--- config.mk ---
export PLATFORM = sky130hd
export DESIGN_NAME = frv_rngif_pf_flat
export DESIGN_NICKNAME = d
export VERILOG_FILES = /design/src/rtl/frv_rngif_pf_if.sv /design/src/rtl/frv_rngif_pf.sv /design/src/flat_wrapper.sv
export SDC_FILE = /design/constraint.sdc
export NUM_CORES = 1
export LEC_CHECK = 0
export CELL_PAD_IN_SITES_DETAIL_PLACEMENT = 1
export CELL_PAD_IN_SITES_GLOBAL_PLACEMENT = 1
export CORE_ASPECT_RATIO = 0.9
export CORE_MARGIN = 3
export CORE_UTILIZATION = 40
export CTS_CLUSTER_SIZE = 20
export DETAILED_ROUTE_END_ITERATION = 10
export GPL_TIMING_DRIVEN = 0
export HOLD_SLACK_MARGIN = 0.15
export PLACE_DENSITY_LB_ADDON = 0.25
export SLEW_MARGIN = 0
export SYNTH_ARGS = -nofsm -noshare
export SYNTH_HDL_FRONTEND = slang
export SYNTH_SLANG_ARGS = --single-unit
--- constraint.sdc ---
create_clock -name g_clk -period 3.9 [get_ports g_clk]
set_input_delay 0.78 -clock g_clk [delete_from_list [all_inputs] [get_ports g_clk]]
set_output_delay 0.78 -clock g_clk [all_outputs]
set_load 0.005 [all_outputs]
--- src/rtl/frv_rngif_pf_if.sv ---
// RNG request/response channel bundle between the CPU-side interface block
// (master) and the external random number generator (slave).
interface frv_rngif_pf_if;
  logic        rng_req_valid;
  logic [2:0]  rng_req_op;
  logic [31:0] rng_req_data;
  logic        rng_req_ready;
  logic        rng_rsp_valid;
  logic [2:0]  rng_rsp_status;
  logic [31:0] rng_rsp_data;
  logic        rng_rsp_ready;

  modport master (
    output rng_req_valid,
    output rng_req_op,
    output rng_req_data,
    input  rng_req_ready,
    input  rng_rsp_valid,
    input  rng_rsp_status,
    input  rng_rsp_data,
    output rng_rsp_ready
  );

  modport slave (
    input  rng_req_valid,
    input  rng_req_op,
    input  rng_req_data,
    output rng_req_ready,
    output rng_rsp_valid,
    output rng_rsp_status,
    output rng_rsp_data,
    input  rng_rsp_ready
  );
endinterface

--- src/rtl/frv_rngif_pf.sv ---
// CPU-side RNG interface with a background prefetch FIFO.
// Sample micro-ops that find buffered entropy complete in the same cycle;
// test, seed and buffer-miss samples go straight to the RNG and are
// arbitrated against prefetch traffic by a single request FSM.
module frv_rngif_pf #(
  parameter int         XLEN           = 32,
  parameter int         DEPTH          = 4,
  parameter logic [2:0] STATUS_HEALTHY = 3'd1,
  parameter int         CW             = $clog2(DEPTH + 1)
) (
  input  logic                 g_clk,
  input  logic                 g_resetn,
  input  logic                 flush,
  input  logic                 pipeline_progress,
  input  logic                 valid,
  input  logic [XLEN-1:0]      rs1,
  input  logic                 uop_test,
  input  logic                 uop_seed,
  input  logic                 uop_samp,
  frv_rngif_pf_if.master       rng,
  output logic [XLEN-1:0]      result,
  output logic                 ready,
  output logic [CW-1:0]        count
);

  localparam int            AW       = (DEPTH > 1) ? $clog2(DEPTH) : 1;
  localparam logic [CW-1:0] CNT_FULL = CW'(DEPTH);
  localparam logic [CW-1:0] CNT_ONE  = CW'(1);
  localparam logic [CW-1:0] CNT_ZERO = CW'(0);
  localparam logic [AW-1:0] PTR_ONE  = AW'(1);
  localparam logic [AW-1:0] PTR_ZERO = AW'(0);
  localparam logic [2:0]    OP_TEST  = 3'b100;
  localparam logic [2:0]    OP_SAMP  = 3'b010;
  localparam logic [2:0]    OP_SEED  = 3'b001;
  localparam logic [2:0]    OP_NONE  = 3'b000;

  typedef enum logic [2:0] {
    ST_IDLE    = 3'd0,
    ST_PF_REQ  = 3'd1,
    ST_PF_RSP  = 3'd2,
    ST_CPU_REQ = 3'd3,
    ST_CPU_RSP = 3'd4,
    ST_DONE    = 3'd5
  } state_t;

  state_t            state_q, state_d;
  logic [2:0]        op_q, op_d;
  logic [31:0]       data_q, data_d;
  logic [XLEN-1:0]   res_q, res_d;
  logic              flushed_q, flushed_d;
  logic              hf_q, hf_d;
  logic [CW-1:0]     count_q, count_d;
  logic [AW-1:0]     rd_ptr_q, rd_ptr_d;
  logic [AW-1:0]     wr_ptr_q, wr_ptr_d;
  logic [31:0]       fifo_q [DEPTH];

  logic              rsp_ready_s;
  logic              rsp_fire_s;
  logic              status_ok_s;
  logic              cpu_busy_s;
  logic              hit_s;
  logic              push_s;
  logic              pop_s;
  logic              seed_clr_s;

  // A micro-op needs the RNG itself unless it is a sample the FIFO can serve.
  function automatic logic cpu_need(
    input logic          v,
    input logic          f,
    input logic          t,
    input logic          s,
    input logic          p,
    input logic [CW-1:0] c
  );
    return v && !f && (t || s || (p && (c == CNT_ZERO)));
  endfunction

  assign rsp_ready_s = (state_q == ST_PF_RSP) || (state_q == ST_CPU_RSP);
  assign rsp_fire_s  = rsp_ready_s && rng.rng_rsp_valid;
  assign status_ok_s = (rng.rng_rsp_status == STATUS_HEALTHY);
  assign cpu_busy_s  = (state_q == ST_CPU_REQ) || (state_q == ST_CPU_RSP) ||
                       (state_q == ST_DONE);
  assign hit_s       = valid && uop_samp && (count_q != CNT_ZERO) && !cpu_busy_s;
  assign pop_s       = hit_s && pipeline_progress;
  // A full FIFO cannot be reached here in practice, but a push is still refused.
  assign push_s      = (state_q == ST_PF_RSP) && rsp_fire_s && status_ok_s &&
                       (count_q != CNT_FULL);
  // Buffered samples predate freshly injected entropy, so a seed discards them.
  assign seed_clr_s  = (state_q == ST_CPU_REQ) && rng.rng_req_ready &&
                       (op_q == OP_SEED);

  // FIFO pointer and occupancy next-state.
  always_comb begin
    count_d  = count_q;
    rd_ptr_d = rd_ptr_q;
    wr_ptr_d = wr_ptr_q;
    if (seed_clr_s) begin
      count_d  = CNT_ZERO;
      rd_ptr_d = PTR_ZERO;
      wr_ptr_d = PTR_ZERO;
    end else begin
      if (push_s) begin
        wr_ptr_d = wr_ptr_q + PTR_ONE;
      end else begin
        wr_ptr_d = wr_ptr_q;
      end
      if (pop_s) begin
        rd_ptr_d = rd_ptr_q + PTR_ONE;
      end else begin
        rd_ptr_d = rd_ptr_q;
      end
      case ({push_s, pop_s})
        2'b10:   count_d = count_q + CNT_ONE;
        2'b01:   count_d = count_q - CNT_ONE;
        default: count_d = count_q;
      endcase
    end
  end

  // Request FSM: arbitration, op capture, result capture and health tracking.
  always_comb begin
    state_d   = state_q;
    op_d      = op_q;
    data_d    = data_q;
    res_d     = res_q;
    flushed_d = flushed_q;
    hf_d      = hf_q;

    if (rsp_fire_s) begin
      hf_d = status_ok_s;
    end else begin
      hf_d = hf_q;
    end

    case (state_q)
      ST_IDLE: begin
        if (cpu_need(valid, flush, uop_test, uop_seed, uop_samp, count_q)) begin
          state_d   = ST_CPU_REQ;
          op_d      = {uop_test, uop_samp, uop_seed};
          data_d    = rs1[31:0];
          flushed_d = 1'b0;
        end else if (hf_q && (count_q < CNT_FULL)) begin
          state_d = ST_PF_REQ;
        end else begin
          state_d = ST_IDLE;
        end
      end

      ST_PF_REQ: begin
        if (rng.rng_req_ready) begin
          state_d = ST_PF_RSP;
        end else begin
          state_d = ST_PF_REQ;
        end
      end

      // Completing a prefetch applies the idle arbitration directly (on the
      // post-push occupancy and fresh health) so back-to-back prefetches
      // sustain one sample every two cycles.
      ST_PF_RSP: begin
        if (rng.rng_rsp_valid) begin
          if (cpu_need(valid, flush, uop_test, uop_seed, uop_samp, count_d)) begin
            state_d   = ST_CPU_REQ;
            op_d      = {uop_test, uop_samp, uop_seed};
            data_d    = rs1[31:0];
            flushed_d = 1'b0;
          end else if (status_ok_s && (count_d < CNT_FULL)) begin
            state_d = ST_PF_REQ;
          end else begin
            state_d = ST_IDLE;
          end
        end else begin
          state_d = ST_PF_RSP;
        end
      end

      // The request is never withdrawn; a flush only marks it for discard.
      ST_CPU_REQ: begin
        if (flush) begin
          flushed_d = 1'b1;
        end else begin
          flushed_d = flushed_q;
        end
        if (rng.rng_req_ready) begin
          state_d = ST_CPU_RSP;
        end else begin
          state_d = ST_CPU_REQ;
        end
      end

      ST_CPU_RSP: begin
        if (rng.rng_rsp_valid) begin
          if (flushed_q || flush) begin
            state_d   = ST_IDLE;
            flushed_d = 1'b0;
          end else begin
            state_d = ST_DONE;
            case (op_q)
              OP_SAMP: res_d = XLEN'(rng.rng_rsp_data);
              OP_TEST: res_d = XLEN'(status_ok_s);
              default: res_d = {XLEN{1'b0}};
            endcase
          end
        end else if (flush) begin
          flushed_d = 1'b1;
        end else begin
          flushed_d = flushed_q;
        end
      end

      ST_DONE: begin
        if (pipeline_progress || flush) begin
          state_d = ST_IDLE;
        end else begin
          state_d = ST_DONE;
        end
      end

      default: begin
        state_d = ST_IDLE;
      end
    endcase
  end

  // State, captured operation and health flag registers.
  always_ff @(posedge g_clk or negedge g_resetn) begin
    if (!g_resetn) begin
      state_q   <= ST_IDLE;
      op_q      <= OP_NONE;
      data_q    <= 32'h0000_0000;
      res_q     <= {XLEN{1'b0}};
      flushed_q <= 1'b0;
      hf_q      <= 1'b0;
    end else begin
      state_q   <= state_d;
      op_q      <= op_d;
      data_q    <= data_d;
      res_q     <= res_d;
      flushed_q <= flushed_d;
      hf_q      <= hf_d;
    end
  end

  // FIFO occupancy and pointer registers.
  always_ff @(posedge g_clk or negedge g_resetn) begin
    if (!g_resetn) begin
      count_q  <= CNT_ZERO;
      rd_ptr_q <= PTR_ZERO;
      wr_ptr_q <= PTR_ZERO;
    end else begin
      count_q  <= count_d;
      rd_ptr_q <= rd_ptr_d;
      wr_ptr_q <= wr_ptr_d;
    end
  end

  // FIFO storage: write the healthy prefetched sample at the tail.
  always_ff @(posedge g_clk or negedge g_resetn) begin
    if (!g_resetn) begin
      for (int i = 0; i < DEPTH; i++) begin
        fifo_q[i] <= 32'h0000_0000;
      end
    end else if (push_s) begin
      fifo_q[wr_ptr_q] <= rng.rng_rsp_data;
    end
  end

  // RNG channel drive, decoded purely from registered state.
  always_comb begin
    rng.rng_req_op   = OP_NONE;
    rng.rng_req_data = 32'h0000_0000;
    case (state_q)
      ST_PF_REQ: begin
        rng.rng_req_op   = OP_SAMP;
        rng.rng_req_data = 32'h0000_0000;
      end
      ST_CPU_REQ: begin
        rng.rng_req_op   = op_q;
        rng.rng_req_data = data_q;
      end
      default: begin
        rng.rng_req_op   = OP_NONE;
        rng.rng_req_data = 32'h0000_0000;
      end
    endcase
  end

  assign rng.rng_req_valid = (state_q == ST_PF_REQ) || (state_q == ST_CPU_REQ);
  assign rng.rng_rsp_ready = rsp_ready_s;

  // Pipeline write-back: held direct result, or the FIFO head on a hit.
  always_comb begin
    ready  = 1'b0;
    result = {XLEN{1'b0}};
    if (state_q == ST_DONE) begin
      ready  = 1'b1;
      result = res_q;
    end else if (hit_s) begin
      ready  = 1'b1;
      result = XLEN'(fifo_q[rd_ptr_q]);
    end else begin
      ready  = 1'b0;
      result = {XLEN{1'b0}};
    end
  end

  assign count = count_q;

endmodule

--- src/flat_wrapper.sv ---
// flat-port wrapper written by rule: the top's interface ports become plain ports
module frv_rngif_pf_flat 
#(
  parameter int         XLEN           = 32,
  parameter int         DEPTH          = 4,
  parameter logic [2:0] STATUS_HEALTHY = 3'd1,
  parameter int         CW             = $clog2(DEPTH + 1)
)
  (g_clk, g_resetn, flush, pipeline_progress, valid, rs1, uop_test, uop_seed, uop_samp, result, ready, count, rng_rng_req_valid, rng_rng_req_op, rng_rng_req_data, rng_rng_req_ready, rng_rng_rsp_valid, rng_rng_rsp_status, rng_rng_rsp_data, rng_rng_rsp_ready);
  frv_rngif_pf_if rng_i ();
  input  logic g_clk;
  input  logic g_resetn;
  input  logic flush;
  input  logic pipeline_progress;
  input  logic valid;
  input  logic [XLEN-1:0] rs1;
  input  logic uop_test;
  input  logic uop_seed;
  input  logic uop_samp;
  output logic [XLEN-1:0] result;
  output logic ready;
  output logic [CW-1:0] count;
  output wire logic [$bits(rng_i.rng_req_valid)-1:0] rng_rng_req_valid;
  output wire logic [$bits(rng_i.rng_req_op)-1:0] rng_rng_req_op;
  output wire logic [$bits(rng_i.rng_req_data)-1:0] rng_rng_req_data;
  input wire logic [$bits(rng_i.rng_req_ready)-1:0] rng_rng_req_ready;
  input wire logic [$bits(rng_i.rng_rsp_valid)-1:0] rng_rng_rsp_valid;
  input wire logic [$bits(rng_i.rng_rsp_status)-1:0] rng_rng_rsp_status;
  input wire logic [$bits(rng_i.rng_rsp_data)-1:0] rng_rng_rsp_data;
  output wire logic [$bits(rng_i.rng_rsp_ready)-1:0] rng_rng_rsp_ready;
  assign rng_rng_req_valid = rng_i.rng_req_valid;
  assign rng_rng_req_op = rng_i.rng_req_op;
  assign rng_rng_req_data = rng_i.rng_req_data;
  assign rng_i.rng_req_ready = rng_rng_req_ready;
  assign rng_i.rng_rsp_valid = rng_rng_rsp_valid;
  assign rng_i.rng_rsp_status = rng_rng_rsp_status;
  assign rng_i.rng_rsp_data = rng_rng_rsp_data;
  assign rng_rng_rsp_ready = rng_i.rng_rsp_ready;
  frv_rngif_pf #(.XLEN(XLEN), .DEPTH(DEPTH), .STATUS_HEALTHY(STATUS_HEALTHY), .CW(CW)) u_core (.g_clk(g_clk), .g_resetn(g_resetn), .flush(flush), .pipeline_progress(pipeline_progress), .valid(valid), .rs1(rs1), .uop_test(uop_test), .uop_seed(uop_seed), .uop_samp(uop_samp), .rng(rng_i), .result(result), .ready(ready), .count(count));
endmodule
==> summary.md, run 1 <==
| Metric | Value |
|---|---|
| Synth Instances | 716 |
| Port bufs | 148 |
| Synth top area cells | dfrtp_1, mux2_2, mux4_2 |
| Asr flop ratio synth | 1.00 |
| Root Buffer | clkbuf_16 |
| Worst path required time | 3120 ps |
| Final cell count without fillers | 1213 |
| Critical Path Source | u_core.rd_ptr_q[0]$_DFFE_PN0P_ |
| Area of the die | 26100 um^2 |
| Leak | 5.61 nW |
| Synth warn | 0 |
| Worst R2R Start | u_core.state_q[0]$_DFFE_PN0P_ |
| Outcome | completed |
| Vias | 6437 |
| Syn Nets | 799 |
| Most common cell after layout, fill and taps aside | dfrtp_1 |
| Clk sink count | 207 |
| Clk_skew | 24.5 ps |
| Vias in the first global route | 7052 |
| Die H | 154 um |
| Crit Path Category | reg -> out |
| Final Max Slew Viols | 0 |
| Drt pass-1 iters | 4 |
| Final setup vio count | 0 |
| Pwr Density | 627 nW/um^2 |
| Final TNS setup | 0 ps |
| Htree depth | 1 |
| Initial antenna violation count | 0 |
| HP Class | in -> async |
| Netlist Area Pre-Place | 9680 um^2 |
| Final Critical Period | 3690 ps |
| Area leader, netlist | dfrtp_1 |
| Max FO, Critical Path | 10 |
| Clock Path Buffers | 3 |
| Setup crit end kind | output pin |
| Final hold vios | 0 |
| Worst-Margin Slew | 880 ps |
| Core area | 23500 um^2 |
| Synth top area share | 0.535 |
| Die W | 170 um |
| RSZ-0062 raised after global routing | no |
| CTS tree | done |
| Slew margin rel. | 0.412 |
| Total GRT Usage | 0.192 |
| Most frequent cells in the layout | dfrtp_1, clkdlybuf4s50_1, mux2_2, nand2_1, and2_1 |
| VDD IR max | 438 uV |
| Pwr Total | 7.80 mW |
| Clock Latency Late Sink | 530 ps |
| Crit path DAT | 2910 ps |
| Syn_area_per_cell | 13.5 um^2 |
| Largest net degree at the start of global routing | 112 |
| Clock-pin transition on the worst setup and hold timing paths | 60 ps |
| Final antenna diode count | 0 |
| Routability cong. | 0.752 |
| Vias per cell | 5.31 |
| Dominant synthesized flop cell | dfrtp_1 |
| Max Clock Freq | 271 MHz |
| # IOs | 150 |
| DRC | 0 |
| Std cell rows | 53 |
| Synth cell types | 50 |
| Post-detailed-route count of antenna-violating nets | 0 |
| CTS Hold Bufs | 0 |
| Max_cap viols | 0 |
| Placed Cells incl. Taps | 1167 |
| Wire length per cell | 20.7 um |
| Post-synth EDFFs | 0 |
| Layout Nets | 977 |
| Total gr overflow | 0 |
| Hpwl dp | 16600 um |
| Layout cells sized above 1 | 0.288 |
| Register area share after synthesis | 0.535 |
| Final Cycle Share | 0.947 |
| Starting Density | 0.411 |
| First-pass GRT wire length | 40100 um |
| Setup crit start kind | flop |
| DRT Wirelength | 25100 um |
| Seq cells post-synth | 207 |
| First DRT Iteration DRCs | 206 |
| TritonCTS Buffers | 24 |
| Area grow syn2layout | 28.7% |
per-layer routing:
metal / routed length (um) / global-route usage / up-vias
met3: 931 / 0.0283 / 26
li1: - / - / 2933
met2: 12100 / 0.320 / 122
met4: 353 / 0.0371 / 0
met1: 11800 / 0.273 / 3356
met5: 0 / 0 / -
what timing repair did:
item / 4_1_cts / 5_1_grt
setup endpoints to repair: 66 / 68
cloned: 0 / 0
resized for setup: 13 / 9
pin swaps: 2 / 0
buffers inserted: 5 / 0
critical path, stage by stage, from the launching register on:
cell and delay (ps):
dfrtp_1 590, clkdlybuf4s18_2 530, mux4_2 570, a22o_1 230
clkdlybuf4s50_1 470
path summary, 6_finish.rpt:
kind                       slack, ps  cells after the start                       endpoint
max                              210                      4                     result[20]
min                              260                      1  u_core.data_q[19]$_DFFE_PN0P_
max reg2reg                      250                     15  u_core.data_q[17]$_DFFE_PN0P_
min reg2reg                      480                      2    u_core.res_q[4]$_DFFE_PN0P_
max in group asynchronous       2620                      2    u_core.res_q[0]$_DFFE_PN0P_
min in group g_clk               480                      2    u_core.res_q[4]$_DFFE_PN0P_
power by group:
part / switching (mW) / internal, mW / total (mW)
Clock: 0.885 / 1.33 / 2.22
Sequential: 0.361 / 2.74 / 3.11
Combinational: 1.04 / 1.44 / 2.48
Total: 2.29 / 5.52 / 7.80
cell usage after synthesis, drive strengths merged (2+ instances only):
| master | count |
|---|---|
| dfrtp | 207 |
| mux2 | 164 |
| nand2 | 75 |
| and2 | 36 |
| o21ai | 34 |
| a22o | 32 |
| mux4 | 32 |
| clkbuf | 26 |
| buf | 22 |
| a21oi | 11 |
| inv | 11 |
| nor2 | 10 |
| ha | 5 |
| nand3 | 5 |
| nor3 | 4 |
| xor2 | 4 |
| nor2b | 3 |
| nor3b | 3 |
| mux2i | 2 |
| o311ai | 2 |
| o31ai | 2 |
| or4 | 2 |
| xnor2 | 2 |
per-stage QoR:
step	hold WS [ps]	utilization	worst slack [ps]	instance area [um^2]
3_5_place_dp	471	0.492	-940	11600
6_report	258	0.529	206	12500
5_1_grt	321	0.529	26.4	12500
4_1_cts	307	0.528	-1.86	12400
2_1_floorplan	449	-	79.2	9680
3_3_place_gp	463	0.490	-7090	11500
sequential cells by signal (all words and copies together), names as in the netlist:
register          count
u_core.hf_q           1
u_core.state_q        3
u_core.data_q        32
u_core.fifo_q       128
u_core.flushed_q      1
u_core.op_q           3
u_core.res_q         32
u_core.wr_ptr_q       2
u_core.count          3
u_core.rd_ptr_q       2
final cells by class:
type	instances	area, um^2
inverters	11	41.3
plain buffers	46	263
clock buffers	37	679
clock inverters	6	95.1
fillers	2359	11100
well taps	302	378
repair buffers	154	1560
flip-flops and latches	207	5180
multi-input cells	450	4250
logic make-up (layout without fill, tap and decap cells):
family	after synthesis	count (layout)	share of synthesized area
XOR/XNOR	6	6	0.00543
adder cells (fa/ha/maj)	6	6	0.00853
AO/OA/AOI/OAI	93	93	0.0671
multiplexers	198	198	0.279
flip-flops	207	207	0.535
AND/OR/NAND/NOR	147	147	0.0753
buffers and inverters	59	254	0.0292
Note: power is estimated with default switching activity, not from simulation.
==> run 2: changes to the inputs <==
--- a/constraint.sdc
+++ b/constraint.sdc
@@ -3,2 +3,2 @@
 set_output_delay 0.78 -clock g_clk [all_outputs]
-set_load 0.005 [all_outputs]
+set_load 0.05 [all_outputs]
==> run 2 against run 1 <==
Against the previous run:
- non-clock buffer count decreased by 1
- global-route usage about the same
- clock-buffer cell count is the same
- clock power about the same
- die area did not move
- via count hardly changed
- wire length is 0.13% higher
- first-iteration DRC count is 1.9% higher
- critical path type unchanged
==> summary.md, run 2 (synthesis results as in run 1) <==
| Metric | Value |
|---|---|
| Outcome | completed |
| Clock Path Buffers | 3 (unchanged) |
| Wire length per cell | 20.7 um (+0.21%) |
| CTS tree | done |
| Std cell rows | 53 (unchanged) |
| Setup crit start kind | flop |
| Max_cap viols | 0 (unchanged) |
| Most frequent cells in the layout | dfrtp_1, mux2_2, clkdlybuf4s50_1, nand2_1, and2_1 |
| Die H | 154 um (unchanged) |
| FILL cells | 2373 (+0.59%) |
| VDD IR max | 438 uV (about the same) |
| Vias in the first global route | 7033 (-0.27%) |
| Crit Path Category | reg -> out |
| TritonCTS Buffers | 24 (unchanged) |
| Final antenna diode count | 0 (unchanged) |
| Crit. path cell count | 6 (+2) |
| Most common cell after layout, fill and taps aside | dfrtp_1 |
| WP buf/inv | 3 (+1) |
| Final cell count without fillers | 1212 (-0.082%) |
| Placed Cells incl. Taps | 1167 (unchanged) |
| Core area | 23500 um^2 (unchanged) |
| Post-detailed-route count of antenna-violating nets | 0 (unchanged) |
| Final Max Slew Viols | 0 (unchanged) |
| Layout Utilization | 0.527 (-0.00229) |
| Dominant delay contributor by cell family on the critical path | buffers and inverters |
| Max FO, Critical Path | 10 (unchanged) |
| Area occupied by multi-input gates | 4250 um^2 (unchanged) |
| DRT Wirelength | 25100 um (+0.13%) |
| Largest regs | u_core.fifo_q (128), u_core.data_q (32), u_core.res_q (32) |
| Starting Density | 0.411 (unchanged) |
| Final setup vio count | 0 (unchanged) |
| Htree depth | 1 (unchanged) |
| First-pass GRT wire length | 40000 um (-0.22%) |
| Clock Latency Late Sink | 520 ps (about the same) |
| Crit path setup slack, layout | 202 ps (-4.21 ps) |
| Layout cells sized above 1 | 0.287 (-0.000783) |
| Final Cycle Share | 0.948 (+0.00108) |
| Slew margin rel. | 0.414 (+0.00211) |
| Clk_skew | 26.4 ps (+1.90 ps) |
| Largest net degree at the start of global routing | 112 (unchanged) |
| R2R Setup Slk | 240 ps (about the same) |
| Initial antenna violation count | 0 (unchanged) |
| Worst R2R End | u_core.data_q[17]$_DFFE_PN0P_ |
| Setup crit end kind | output pin |
| Worst-path cell chain | nor2b_1 -> and2_1 -> clkbuf_1 -> clkbuf_2 -> a22o_1 -> dlygate4sd2_1 |
| Cells on worst reg2reg path | 15 (unchanged) |
| Worst R2R Start | u_core.state_q[0]$_DFFE_PN0P_ |
| Slowest stage delay, CP | 540 ps (-50 ps) |
| Drt pass-1 iters | 4 (unchanged) |
| Crit path DAT | 2920 ps (about the same) |
| Clk sink count | 207 (unchanged) |
| Leak | 5.75 nW (+2.6%) |
| Most flop-heavy register | u_core.fifo_q |
| FF/Latch Area | 5180 um^2 (unchanged) |
| Vias | 6438 (+0.016%) |
| Port bufs | 148 (unchanged) |
| DRC | 0 (unchanged) |
| Layout Nets | 976 (-0.10%) |
| # IOs | 150 (unchanged) |
| Area grow syn2layout | 28.1% |
| Worst-Margin Slew | 876 ps (-3.16 ps) |
| Worst path required time | 3120 ps (about the same) |
| Final TNS setup | 0 ps (unchanged) |
| Final Critical Period | 3700 ps (+4.21 ps) |
| Root Buffer | clkbuf_16 |
| Pre-CTS setup slack | -940 ps (unchanged) |
| Max FFs per register | 128 (unchanged) |
| Die W | 170 um (unchanged) |
| Pwr Density | 666 nW/um^2 (+6.3%) |
| Max Clock Freq | 270 MHz (-0.11%) |
| Total GRT Usage | 0.192 (-0.000385) |
| RSZ-0062 raised after global routing | no |
| Final hold vios | 0 (unchanged) |
| Total gr overflow | 0 (unchanged) |
| First DRT Iteration DRCs | 210 (+1.9%) |
| WHS | 259 ps (+1.87 ps) |
| Clock-pin transition on the worst setup and hold timing paths | 60 ps (about the same) |
| Routability cong. | 0.752 (unchanged) |
| Slowest cell on the critical path | dlygate4sd2_1 |
| Vias per cell | 5.31 (about the same) |
| Hpwl dp | 16600 um (unchanged) |
| Area of the die | 26100 um^2 (unchanged) |
| HP Class | in -> async |
[run 2: cell count changes in the layout (fill, tap and decap cells not counted)]
cell             before  now
buf_4                 7    6
buf_2                 1    2
clkdlybuf4s50_1     147  115
clkdlybuf4s15_2       2    1
dlygate4sd2_1         0   32
[run 2: worst max path at each step]
stage	from	to	slack (ps)
6_report	u_core.state_q[1]$_DFFE_PN0P_	result[20]	200
5_1_grt	uop_samp	u_core.data_q[17]$_DFFE_PN0P_	20
2_1_floorplan	u_core.count[0]$_DFF_PN0_	u_core.data_q[0]$_DFFE_PN0P_	70
4_1_cts	u_core.state_q[0]$_DFFE_PN0P_	u_core.data_q[5]$_DFFE_PN0P_	30
3_3_place_gp	g_resetn	u_core.fifo_q[49]$_DFFE_PN0P_	-7090
3_5_place_dp	uop_samp	u_core.data_q[30]$_DFFE_PN0P_	-940
[run 2: per-layer routing]
layer	wire [um]	GRT usage	up-vias
met5	0	0	-
met4	358	0.0371	0
li1	-	-	2928
met2	12100	0.320	129
met1	11700	0.272	3355
met3	977	0.0283	26
[run 2: power breakdown]
part | switching [mW] | internal [mW]
Combinational | 1.53 | 1.41
Sequential | 0.361 | 2.74
Clock | 0.883 | 1.33
[run 2: worst reg2reg max path, cell delays in order (launching register included)]
cell and delay [ps]:
dfrtp_1 360, buf_4 160, and3b_2 300, nor4_4 220, buf_4 190, and2_1 180
ha_1 190, inv_1 60, fa_1 470, nor2b_1 200, a32o_1 180, nand3_2 150
a22oi_4 250, buf_4 160, buf_12 140, mux2_4 310
[run 2: cell type report]
type / count / share of cell area
Buffer: 46 / 0.0207
Inverter: 11 / 0.00333
Tap cell: 302 / 0.0305
Timing Repair Buffer: 153 / 0.122
Clock buffer: 37 / 0.0548
Multi-Input combinational cell: 450 / 0.343
Clock inverter: 6 / 0.00767
Sequential cell: 207 / 0.418
[run 2: stage by stage]
stage	power, mW	area [um^2]
after floorplan	5.15	9680
final	8.26	12400
after global placement	5.99	11500
after global routing	8.71	12400
after detailed placement	6.08	11600
after CTS	8.37	12400
[run 2: timing repair]
item	CTS	global route
pin swaps	2	0
setup endpoints to repair	69	36
setup buffers	4	0
hold buffers	0	0
gates resized for setup	50	3
cloned	0	0
